<file path="src/rtl/l1_mem_bridge_if.sv">
// rtl/l1_mem_bridge_if.sv - L1 request/response and memory command bus bundle
// The master modport is the bridge; the slave modport is the L1 plus memory side.
interface l1_mem_bridge_if;
  logic [26:0]  req_addr;
  logic [127:0] req_data;
  logic         req_rw;
  logic         req_valid;
  logic [127:0] resp_data;
  logic         resp_ready;
  logic         err_overflow;
  logic         init_calib_complete;
  logic [26:0]  app_addr;
  logic [2:0]   app_cmd;
  logic         app_en;
  logic         app_rdy;
  logic [127:0] app_wdf_data;
  logic         app_wdf_wren;
  logic         app_wdf_end;
  logic         app_wdf_rdy;
  logic [127:0] app_rd_data;
  logic         app_rd_data_valid;

  modport master (
    input  req_addr, req_data, req_rw, req_valid,
    input  init_calib_complete, app_rdy, app_wdf_rdy, app_rd_data, app_rd_data_valid,
    output resp_data, resp_ready, err_overflow,
    output app_addr, app_cmd, app_en, app_wdf_data, app_wdf_wren, app_wdf_end
  );

  modport slave (
    output req_addr, req_data, req_rw, req_valid,
    output init_calib_complete, app_rdy, app_wdf_rdy, app_rd_data, app_rd_data_valid,
    input  resp_data, resp_ready, err_overflow,
    input  app_addr, app_cmd, app_en, app_wdf_data, app_wdf_wren, app_wdf_end
  );
endinterface

</file>
<file path="src/rtl/l1_mem_bridge.sv">
// rtl/l1_mem_bridge.sv - L1 line fill / write-back bridge to a memory command port
// Requests land in a 2-entry FIFO and are serviced one at a time in arrival order.
module l1_mem_bridge (
  input  logic           sys_clk,
  input  logic           rstn,
  l1_mem_bridge_if.master bus
);

  typedef enum logic [1:0] {IDLE, WR_ISSUE, RD_ISSUE, RD_WAIT} state_t;

  state_t        state, state_n;

  logic [23:0]   q_addr [2];
  logic [127:0]  q_data [2];
  logic          q_rw   [2];
  logic          wr_ptr, rd_ptr;
  logic [1:0]    count;
  logic          push_ok, pop;

  logic [26:0]   app_addr_r;
  logic [2:0]    app_cmd_r;
  logic [127:0]  app_wdf_data_r;
  logic          cmd_pend, data_pend;
  logic          app_en_c, wren_c;
  logic [127:0]  resp_data_r;
  logic          resp_ready_r;
  logic          overflow_r;

  assign pop     = (state == IDLE) && (count != 2'd0) && bus.init_calib_complete;
  // A full FIFO still takes a push when the head leaves in the same cycle.
  assign push_ok = bus.req_valid && ((count != 2'd2) || pop);

  always_ff @(posedge sys_clk) begin
    if (push_ok) begin
      q_addr[wr_ptr] <= bus.req_addr[26:3];
      q_data[wr_ptr] <= bus.req_data;
      q_rw[wr_ptr]   <= bus.req_rw;
    end
  end

  always_ff @(posedge sys_clk or negedge rstn) begin
    if (!rstn) begin
      wr_ptr     <= 1'b0;
      rd_ptr     <= 1'b0;
      count      <= 2'd0;
      overflow_r <= 1'b0;
    end else begin
      if (push_ok) wr_ptr <= ~wr_ptr;
      if (pop)     rd_ptr <= ~rd_ptr;
      case ({push_ok, pop})
        2'b10:   count <= count + 2'd1;
        2'b01:   count <= count - 2'd1;
        default: count <= count;
      endcase
      if (bus.req_valid && !push_ok) overflow_r <= 1'b1;
    end
  end

  always_ff @(posedge sys_clk or negedge rstn) begin
    if (!rstn) state <= IDLE;
    else       state <= state_n;
  end

  always_comb begin
    state_n  = state;
    app_en_c = 1'b0;
    wren_c   = 1'b0;
    case (state)
      IDLE: begin
        if (pop) state_n = q_rw[rd_ptr] ? WR_ISSUE : RD_ISSUE;
      end
      WR_ISSUE: begin
        app_en_c = cmd_pend;
        wren_c   = data_pend;
        // Command and data finish independently; leave once neither is outstanding.
        if ((!cmd_pend || bus.app_rdy) && (!data_pend || bus.app_wdf_rdy)) state_n = IDLE;
      end
      RD_ISSUE: begin
        app_en_c = 1'b1;
        if (bus.app_rdy) state_n = RD_WAIT;
      end
      RD_WAIT: begin
        if (bus.app_rd_data_valid) state_n = IDLE;
      end
      default: state_n = IDLE;
    endcase
  end

  always_ff @(posedge sys_clk or negedge rstn) begin
    if (!rstn) begin
      app_addr_r     <= 27'd0;
      app_cmd_r      <= 3'd0;
      app_wdf_data_r <= 128'd0;
      cmd_pend       <= 1'b0;
      data_pend      <= 1'b0;
      resp_data_r    <= 128'd0;
      resp_ready_r   <= 1'b0;
    end else begin
      resp_ready_r <= 1'b0;
      if (pop) begin
        app_addr_r <= {q_addr[rd_ptr], 3'b000};
        app_cmd_r  <= q_rw[rd_ptr] ? 3'b000 : 3'b001;
        cmd_pend   <= q_rw[rd_ptr];
        data_pend  <= q_rw[rd_ptr];
        if (q_rw[rd_ptr]) app_wdf_data_r <= q_data[rd_ptr];
      end
      if (app_en_c && bus.app_rdy && (state == WR_ISSUE)) cmd_pend  <= 1'b0;
      if (wren_c && bus.app_wdf_rdy)                      data_pend <= 1'b0;
      if ((state == RD_WAIT) && bus.app_rd_data_valid) begin
        resp_data_r  <= bus.app_rd_data;
        resp_ready_r <= 1'b1;
      end
    end
  end

  assign bus.app_addr     = app_addr_r;
  assign bus.app_cmd      = app_cmd_r;
  assign bus.app_en       = app_en_c;
  assign bus.app_wdf_data = app_wdf_data_r;
  assign bus.app_wdf_wren = wren_c;
  assign bus.app_wdf_end  = wren_c;
  assign bus.resp_data    = resp_data_r;
  assign bus.resp_ready   = resp_ready_r;
  assign bus.err_overflow = overflow_r;

endmodule

</file>
<file path="src/flat_wrapper.sv">
// flat-port wrapper written by rule: the top's interface ports become plain ports
module l1_mem_bridge_flat 
  (sys_clk, rstn, bus_req_addr, bus_req_data, bus_req_rw, bus_req_valid, bus_init_calib_complete, bus_app_rdy, bus_app_wdf_rdy, bus_app_rd_data, bus_app_rd_data_valid, bus_resp_data, bus_resp_ready, bus_err_overflow, bus_app_addr, bus_app_cmd, bus_app_en, bus_app_wdf_data, bus_app_wdf_wren, bus_app_wdf_end);
  l1_mem_bridge_if bus_i ();
  input  logic sys_clk;
  input  logic rstn;
  input wire logic [$bits(bus_i.req_addr)-1:0] bus_req_addr;
  input wire logic [$bits(bus_i.req_data)-1:0] bus_req_data;
  input wire logic [$bits(bus_i.req_rw)-1:0] bus_req_rw;
  input wire logic [$bits(bus_i.req_valid)-1:0] bus_req_valid;
  input wire logic [$bits(bus_i.init_calib_complete)-1:0] bus_init_calib_complete;
  input wire logic [$bits(bus_i.app_rdy)-1:0] bus_app_rdy;
  input wire logic [$bits(bus_i.app_wdf_rdy)-1:0] bus_app_wdf_rdy;
  input wire logic [$bits(bus_i.app_rd_data)-1:0] bus_app_rd_data;
  input wire logic [$bits(bus_i.app_rd_data_valid)-1:0] bus_app_rd_data_valid;
  output wire logic [$bits(bus_i.resp_data)-1:0] bus_resp_data;
  output wire logic [$bits(bus_i.resp_ready)-1:0] bus_resp_ready;
  output wire logic [$bits(bus_i.err_overflow)-1:0] bus_err_overflow;
  output wire logic [$bits(bus_i.app_addr)-1:0] bus_app_addr;
  output wire logic [$bits(bus_i.app_cmd)-1:0] bus_app_cmd;
  output wire logic [$bits(bus_i.app_en)-1:0] bus_app_en;
  output wire logic [$bits(bus_i.app_wdf_data)-1:0] bus_app_wdf_data;
  output wire logic [$bits(bus_i.app_wdf_wren)-1:0] bus_app_wdf_wren;
  output wire logic [$bits(bus_i.app_wdf_end)-1:0] bus_app_wdf_end;
  assign bus_i.req_addr = bus_req_addr;
  assign bus_i.req_data = bus_req_data;
  assign bus_i.req_rw = bus_req_rw;
  assign bus_i.req_valid = bus_req_valid;
  assign bus_i.init_calib_complete = bus_init_calib_complete;
  assign bus_i.app_rdy = bus_app_rdy;
  assign bus_i.app_wdf_rdy = bus_app_wdf_rdy;
  assign bus_i.app_rd_data = bus_app_rd_data;
  assign bus_i.app_rd_data_valid = bus_app_rd_data_valid;
  assign bus_resp_data = bus_i.resp_data;
  assign bus_resp_ready = bus_i.resp_ready;
  assign bus_err_overflow = bus_i.err_overflow;
  assign bus_app_addr = bus_i.app_addr;
  assign bus_app_cmd = bus_i.app_cmd;
  assign bus_app_en = bus_i.app_en;
  assign bus_app_wdf_data = bus_i.app_wdf_data;
  assign bus_app_wdf_wren = bus_i.app_wdf_wren;
  assign bus_app_wdf_end = bus_i.app_wdf_end;
  l1_mem_bridge u_core (.sys_clk(sys_clk), .rstn(rstn), .bus(bus_i));
endmodule
</file>
<file path="config.mk">
export PLATFORM = sky130hd
export DESIGN_NAME = l1_mem_bridge_flat
export DESIGN_NICKNAME = d
export VERILOG_FILES = /design/src/rtl/l1_mem_bridge_if.sv /design/src/rtl/l1_mem_bridge.sv /design/src/flat_wrapper.sv
export SDC_FILE = /design/constraint.sdc
export NUM_CORES = 1
export LEC_CHECK = 0
export CAP_MARGIN = 25
export CORE_AREA = 2 2 228 230
export DETAILED_ROUTE_END_ITERATION = 7
export DIE_AREA = 0 0 230 232
export PLACE_DENSITY = 0.8
export SLEW_MARGIN = 40
export SYNTH_ARGS = -nofsm -noshare
export SYNTH_HDL_FRONTEND = slang
export SYNTH_SLANG_ARGS = --single-unit
</file>
<file path="constraint.sdc">
create_clock -name sys_clk -period 8.8 [get_ports sys_clk]
set_input_delay 1.32 -clock sys_clk [delete_from_list [all_inputs] [get_ports sys_clk]]
set_output_delay 1.32 -clock sys_clk [all_outputs]
set_load 0.02 [all_outputs]
</file>
==> results of run 1 <==
==> worst max-delay path, delay by kind of cell (launching register included) <==
family | cells | cell delay [ns]
buf+inv | 2 | 0.80
fa+ha+maj | 1 | 0.23
compound gates | 1 | 0.06
simple gates | 1 | 0.15
flops | 1 | 0.42
==> placed cells by master (no fill, tap or decap), types with 3 or more instances in the layout <==
cell type	instances
clkdlybuf4s50_1	572
edfxtp_1	306
a21oi_1	131
nor2_1	134
o21ai_0	29
buf_16	3
dfrtp_1	290
nand2_1	32
mux2i_1	154
buf_6	7
buf_12	3
clkinv_1	3
mux2_2	129
bufinv_16	5
inv_1	6
clkbuf_16	60
clkinvlp_4	3
clkbuf_1	18
conb_1	5
diode_2	7
ha_1	6
clkbuf_8	13
inv_6	3
clkinv_2	3
==> metal layers <==
metal | share of wire (%) | GRT usage (%) | wire [um]
met5 | 0.17 | 0 | 95
met3 | 8.0 | 6.483 | 4465
met1 | 36 | 22.59 | 20180
met4 | 5.5 | 11.31 | 3096
met2 | 50 | 35.51 | 28320
==> area by class of cell <==
class	instances	area share [%]
clock inverter	18	0.8042
timing repair buffer	589	19.96
inverter	6	0.07501
antenna	7	0.05834
clock buffer	91	5.821
sequential	597	54.87
tap	680	2.834
multi-input combinational	639	15.58
==> state kept, by name, summed over array words and instances (netlist names), 2 cells and up <==
| name | count |
|---|---|
| u_core.q_data | 256 |
| u_core.q_addr | 48 |
| u_core.bus.app_addr | 24 |
| u_core.bus.resp_data | 128 |
| u_core.state | 2 |
| u_core.q_rw | 2 |
| u_core.count | 2 |
| u_core.bus.app_wdf_data | 128 |
==> Yosys cell counts (2+ instances only) <==
library cell and instances:
edfxtp_1 306, dfrtp_1 291, a21oi_1 131, xnor2_1 2
mux2_2 129, o21ai_0 29, buf_4 7, nor2_1 135
clkbuf_1 9, ha_1 6, nand3b_1 2, mux2i_1 154
nand2_1 32, inv_1 6, buf_2 57
==> through the flow <==
stage	util (%)	instance area (um^2)	total power, mW	hold slack, ns	cells
2_1_floorplan	-	21520	6.756	0.4604	1315
3_3_place_gp	54.78	27880	8.676	0.4648	2506
3_5_place_dp	55.00	27990	8.835	0.4654	2510
4_1_cts	58.91	29980	11.44	0.4810	2619
5_1_grt	59.00	30020	11.84	0.4916	2625
6_report	59.01	30030	11.32	0.4765	2627
==> where the power goes <==
part	switching, mW	internal, mW	leakage [nW]
clock	1.04	1.51	0.962
sequential	0.489	4.01	6.24
combinational	2.30	1.97	4.45
==> logic make-up after synthesis <==
kind of cell,count (synthesis)
compound gates,167
xor+xnor,2
fa+ha+maj,6
buf+inv,79
flops,597
mux,284
other cells,1
simple gates,175
==> how the worst max path moves through the flow <==
| stage | slack, ns | from | end |
|---|---|---|---|
| 4_1_cts | 5.17 | u_core.state[0]$_DFFE_PN0P_ | bus_app_en |
| 6_report | 5.23 | u_core.state[0]$_DFFE_PN0P_ | bus_app_en |
| 3_5_place_dp | 4.79 | bus_init_calib_complete | u_core.q_data[1][69]$_DFFE_PP_ |
| 2_1_floorplan | 0.10 | bus_req_valid | u_core.q_addr[0][0]$_DFFE_PP_ |
| 3_3_place_gp | 4.60 | bus_init_calib_complete | u_core.q_data[1][36]$_DFFE_PP_ |
| 5_1_grt | 5.08 | u_core.state[0]$_DFFE_PN0P_ | bus_app_en |
==> results.md, run 1 <==
* Status: finished, final reports clean
* CP cell instances: inv_1, ha_1, a21oi_1, nor2b_1, clkdlybuf4s50_1
* Leak at 11.65 nW
* Drt pass-1 iters at 4
* Main area contributors after synthesis: edfxtp_1 (43%), dfrtp_1 (34%), mux2i_1 (7.2%)
* Kind of end point of the critical path: output port
* Post-Synth Adder-Cell Area at 0.3490%
* Slew @ Worst Pin at 0.8134 ns
* Synth Area in Simple Gates at 3.153%
* Vias in the first global route at 13690
* PD cells at 376.9 nW/um^2
* Max Slew Vio Count at 0
* Syn Std Cell Area at 21510 um^2
* Number of clock sinks at 597
* Max Cap Viol at 0
* Main combinational cell family by area after synthesis: multiplexers
* Worst Hold Class: register to register
* Period utilization at 40.61%
* Worst rel slew slack at 45.77%
* Core Area at 50890 um^2
* Compound-Gate Fraction of Synth Area at 4.008%
* Final Hold Fails at 0
* Hold_sp: u_core.bus.err_overflow$_DFFE_PN0P_
* HPWL Detailed at 38150 um
* Top-area cell type share of the netlist area at 42.72%
* Post-route worst setup slack at 5.226 ns
* Synth cell types at 30
* Filler cell count at 3787
* Fmax at 0.2798 GHz
* Unrepaired setup endpoints after global routing: no
* Synth Flop Type: edfxtp_1
* DR vias at 12960
* Root buf cell: clkbuf_16
* Rows at 83
* Min-Delay Endpoint: u_core.bus.err_overflow$_DFFE_PN0P_
* Post-route DRC at 0
* Dpl ws at 4.785 ns
* Final min period at 3.574 ns
* Final antenna-violating net count at 0
* R2R Path Start: u_core.state[0]$_DFFE_PN0P_
* Share of cells above drive strength 1 at 12.42%
* Skew-Pair Late Insertion Delay at 0.61 ns
* Critical Path AT at 2.25 ns
* Post-synthesis sequential area ratio at 76.57%
* TNS Setup at 0 ns
* Final setup fails at 0
* CTS tree: done
* Max Root-Sink Buffers at 3
* CTS Buf Count at 59
* FFs w/ async S/R, synth at 48.74%
* Register area at 16470 um^2
* Post-synth top area cell: edfxtp_1
* Total grt overflow at 0
* Post_cts resized at 0
* Initial antenna violation count at 14
* Number of enable flip-flop cells after synthesis at 306
* Multi-input gate area at 4679 um^2
* YS warnings at 0
* Largest net degree at the start of global routing at 141
* Worst setup SP type: register
* Peak VDD IR at 0.0002711 V
* Slowest stage cell, crit path: clkdlybuf4s50_1
* DIE AREA at 53360 um^2
* Ports at 582
* Synth Area per Inst at 16.41 um^2
* Cell count after synthesis at 1311
* Hold depth at 1
* Worst Path Required at 7.48 ns
* Yosys reg bits at 597
* R2r worst-path depth at 8
* Reg-to-Reg End: u_core.q_data[0][76]$_DFFE_PP_
* Post-Synth XOR/XNOR Area at 0.08144%
* First-iteration detailed-routing DRC count at 641
* WS Path Type: register to output port
* Reg2Reg Setup Slack at 5.72 ns
* Critical Path Fanout Max at 4
* H-tree Lvls at 2
* Die H at 232 um
* Starting Density at 42.27%
* PortBufs at 573
* Net count, final at 2189
* Placer congestion estimate at 0.8139
* Die W at 230 um
* Max stage delay on crit path at 0.65 ns
* Area Overhead vs Synth at 39.60%
* Routed WL per cell at 21.38 um
* Vias per cell at 4.933
* # Post-CTS Setup Buffers at 0
* First-pass GRT wire length at 82730 um
* Drt total wl at 56160 um
* Hold buffers post-CTS at 0
* Gr usage total at 20.57%
* Mux share of post-synthesis cell area at 13.98%
* Clock transition at path regs at 0.06 ns
* Worst Clk Skew at 0.02800 ns
No activity file was read; power rests on OpenSTA's default activity.
==> run 2, diff against run 1 <==
--- a/config.mk
+++ b/config.mk
@@ -6,10 +6,10 @@
 export NUM_CORES = 1
 export LEC_CHECK = 0
 export CAP_MARGIN = 25
-export CORE_AREA = 2 2 228 230
+export CORE_AREA = 2 2 225 227
 export DETAILED_ROUTE_END_ITERATION = 7
-export DIE_AREA = 0 0 230 232
-export PLACE_DENSITY = 0.8
+export DIE_AREA = 0 0 227 229
+export PLACE_DENSITY = 0.85
 export SLEW_MARGIN = 40
 export SYNTH_ARGS = -nofsm -noshare
 export SYNTH_HDL_FRONTEND = slang
==> constraint.sdc (replaced) <==
create_clock -name sys_clk -period 3 [get_ports sys_clk]
set_input_delay 0.45 -clock sys_clk [delete_from_list [all_inputs] [get_ports sys_clk]]
set_output_delay 0.45 -clock sys_clk [all_outputs]
set_load 0.02 [all_outputs]
==> run 2 against run 1 <==
Compared with the run above:
- clock skew fell by 0.010 ns
- setup slack worse by 5.0 ns
- non-clock buffer count increased by 14
- combinational power grew to 3.0 times the previous value
- count of clock-buffer cells in the layout down 18
- via count rose by 1.3%
- flip-flop and latch count is the same
- critical path depth did not move
- die area fell by 2.6%
- final cell count up 0.34%
- utilization grew 1.8 points
- register-to-register slack got worse by 4.9 ns
- critical endpoint unchanged
- highest routed layer unchanged
==> results.md, run 2 (synthesis results as in run 1) <==
* Gr usage total at 21.49%
* Post-route DRC at 0
* Fmax at 0.3643 GHz
* Max Cap Viol at 0
* Root buf cell: clkbuf_16
* Worst setup SP type: register
* Max Root-Sink Buffers at 3
* Final min period at 2.745 ns
* HPWL Detailed at 39010 um
* Vias in the first global route at 14090
* Worst rel slew slack at 46.93%
* Slowest stage cell, crit path: clkdlybuf4s50_1
* Kind of end point of the critical path: output port
* Peak VDD IR at 0.0006837 V
* Final setup fails at 0
* Net count, final at 2202
* Starting Density at 43.32%
* CTS tree: done
* Largest register FFs at 256
* Placer congestion estimate at 0.8387
* Register area at 16470 um^2
* DR vias at 13130
* Fin area at 30180 um^2
* Slew @ Worst Pin at 0.7961 ns
* Core Area at 49660 um^2
* Multi-input gate area at 4702 um^2
* Max stage delay on crit path at 0.65 ns
* Rows at 82
* Area Overhead vs Synth at 40.32%
* Drt total wl at 56700 um
* Skew-Pair Late Insertion Delay at 0.60 ns
* Initial antenna violation count at 15
* Critical Path AT at 2.30 ns
* First-iteration detailed-routing DRC count at 595
* Worst Hold Class: primary input to async pin
* Leak at 11.74 nW
* PortBufs at 573
* Commonest non-fill, non-tap cells in the layout: clkdlybuf4s50_1 (572), edfxtp_1 (306), dfrtp_1 (290), mux2i_1 (154), nor2_1 (134)
* DIE AREA at 51980 um^2
* Vias per cell at 4.980
* CTS Buf Count at 58
* Clock transition at path regs at 0.06 ns
* Die W at 227 um
* Total grt overflow at 0
* Most flops, register: u_core.q_data
* Ports at 582
* Drt pass-1 iters at 5
* CP cell instances: inv_2, ha_1, a21oi_1, nor2b_1, clkdlybuf4s50_1
* Status: finished, final reports clean
* Final Hold Fails at 0
* H-tree Lvls at 2
* CP bufs+invs at 2
* WS Path Type: register to output port
* Filler cell count at 3596
* Post_cts resized at 0
* Final antenna-violating net count at 0
* Critical Path Fanout Max at 4
* Commonest non-fill, non-tap cell in the layout: clkdlybuf4s50_1
* Share of cells above drive strength 1 at 13.62%
* Top Family by Delay on Critical Path: buffers and inverters
* Design Power at 33.34 mW
* Period utilization at 91.51%
* Largest net degree at the start of global routing at 83
* First-pass GRT wire length at 83650 um
* Number of clock sinks at 597
* Unrepaired setup endpoints after global routing: no
* Die H at 229 um
* Worst Path Required at 2.55 ns
* Cell area after placement at 28170 um^2
* Max Slew Vio Count at 0
* Routed WL per cell at 21.51 um
* PD cells at 1105 nW/um^2
* Worst Clk Skew at 0.01759 ns
## run 2: cell types whose count changed in the layout (fill, tap and decap cells not counted), moves of 4 or more
cell / before / now
clkbuf_1: 18 / 7
buf_4: 2 / 15
buf_6: 7 / 0
clkbuf_8: 13 / 7
buf_12: 3 / 14
diode_2: 7 / 11
clkinv_2: 3 / 13
## run 2: cell type report
type                            instances  share of cell area, %
Sequential cell                       597                  54.59
Timing Repair Buffer                  603                  20.35
Multi-Input combinational cell        639                  15.58
Clock buffer                           73                  5.298
Tap cell                              672                  2.786
Clock inverter                         35                  1.231
Antenna cell                           11                0.09120
Inverter                                6                0.07462
## run 2: path summary, 6_finish.rpt
path,start,to,slack [ns],depth (start not counted)
min,rstn,u_core.bus.app_wdf_data[1]$_DFFE_PN0P_,0.43,2
min in group sys_clk,bus_req_data[10],u_core.q_data[0][10]$_DFFE_PP_,0.43,1
min reg2reg,u_core.bus.err_overflow$_DFFE_PN0P_,u_core.bus.err_overflow$_DFFE_PN0P_,0.49,1
max,u_core.state[0]$_DFFE_PN0P_,bus_app_en,0.25,5
max reg2reg,u_core.state[0]$_DFFE_PN0P_,u_core.q_addr[0][21]$_DFFE_PP_,0.77,7
max in group asynchronous,rstn,u_core.bus.resp_data[109]$_DFFE_PN0P_,1.58,3
## run 2: where the power goes
part / leakage, nW / internal [mW] / switching, mW
sequential: 6.24 / 11.7 / 1.41
clock: 0.967 / 4.38 / 3.07
combinational: 4.54 / 5.91 / 6.83
total: 11.7 / 22.0 / 11.3
## run 2: what timing repair did
| item | 4_1_cts | 5_1_grt |
|---|---|---|
| hold endpoints to repair | 69 | 0 |
| setup buffers | 0 | 0 |
| hold buffers | 1 | 0 |
## run 2: through the flow
step / setup WS [ns] / hold WS [ns] / util (%) / std cells / setup TNS (ns)
after floorplan: -0.6422 / 0.1544 / - / 1315 / -128.40
after global placement: 0.4574 / 0.4644 / 56.74 / 2516 / 0
after detailed placement: 0.4619 / 0.4701 / 56.74 / 2516 / 0
after CTS: 0.1968 / 0.3833 / 60.72 / 2625 / 0
after global routing: 0.1422 / 0.3965 / 60.76 / 2633 / 0
final: 0.2548 / 0.4312 / 60.78 / 2636 / 0
## run 2: per-layer routing
layer	global-route usage [%]	vias to the layer above	share of wire [%]	routed length, um
li1	-	5946	-	-
met4	12.68	8	5.6	3201
met2	37.04	507	51	28770
met3	6.838	150	8.7	4914
met1	22.99	6515	35	19760
met5	0	-	0.086	49
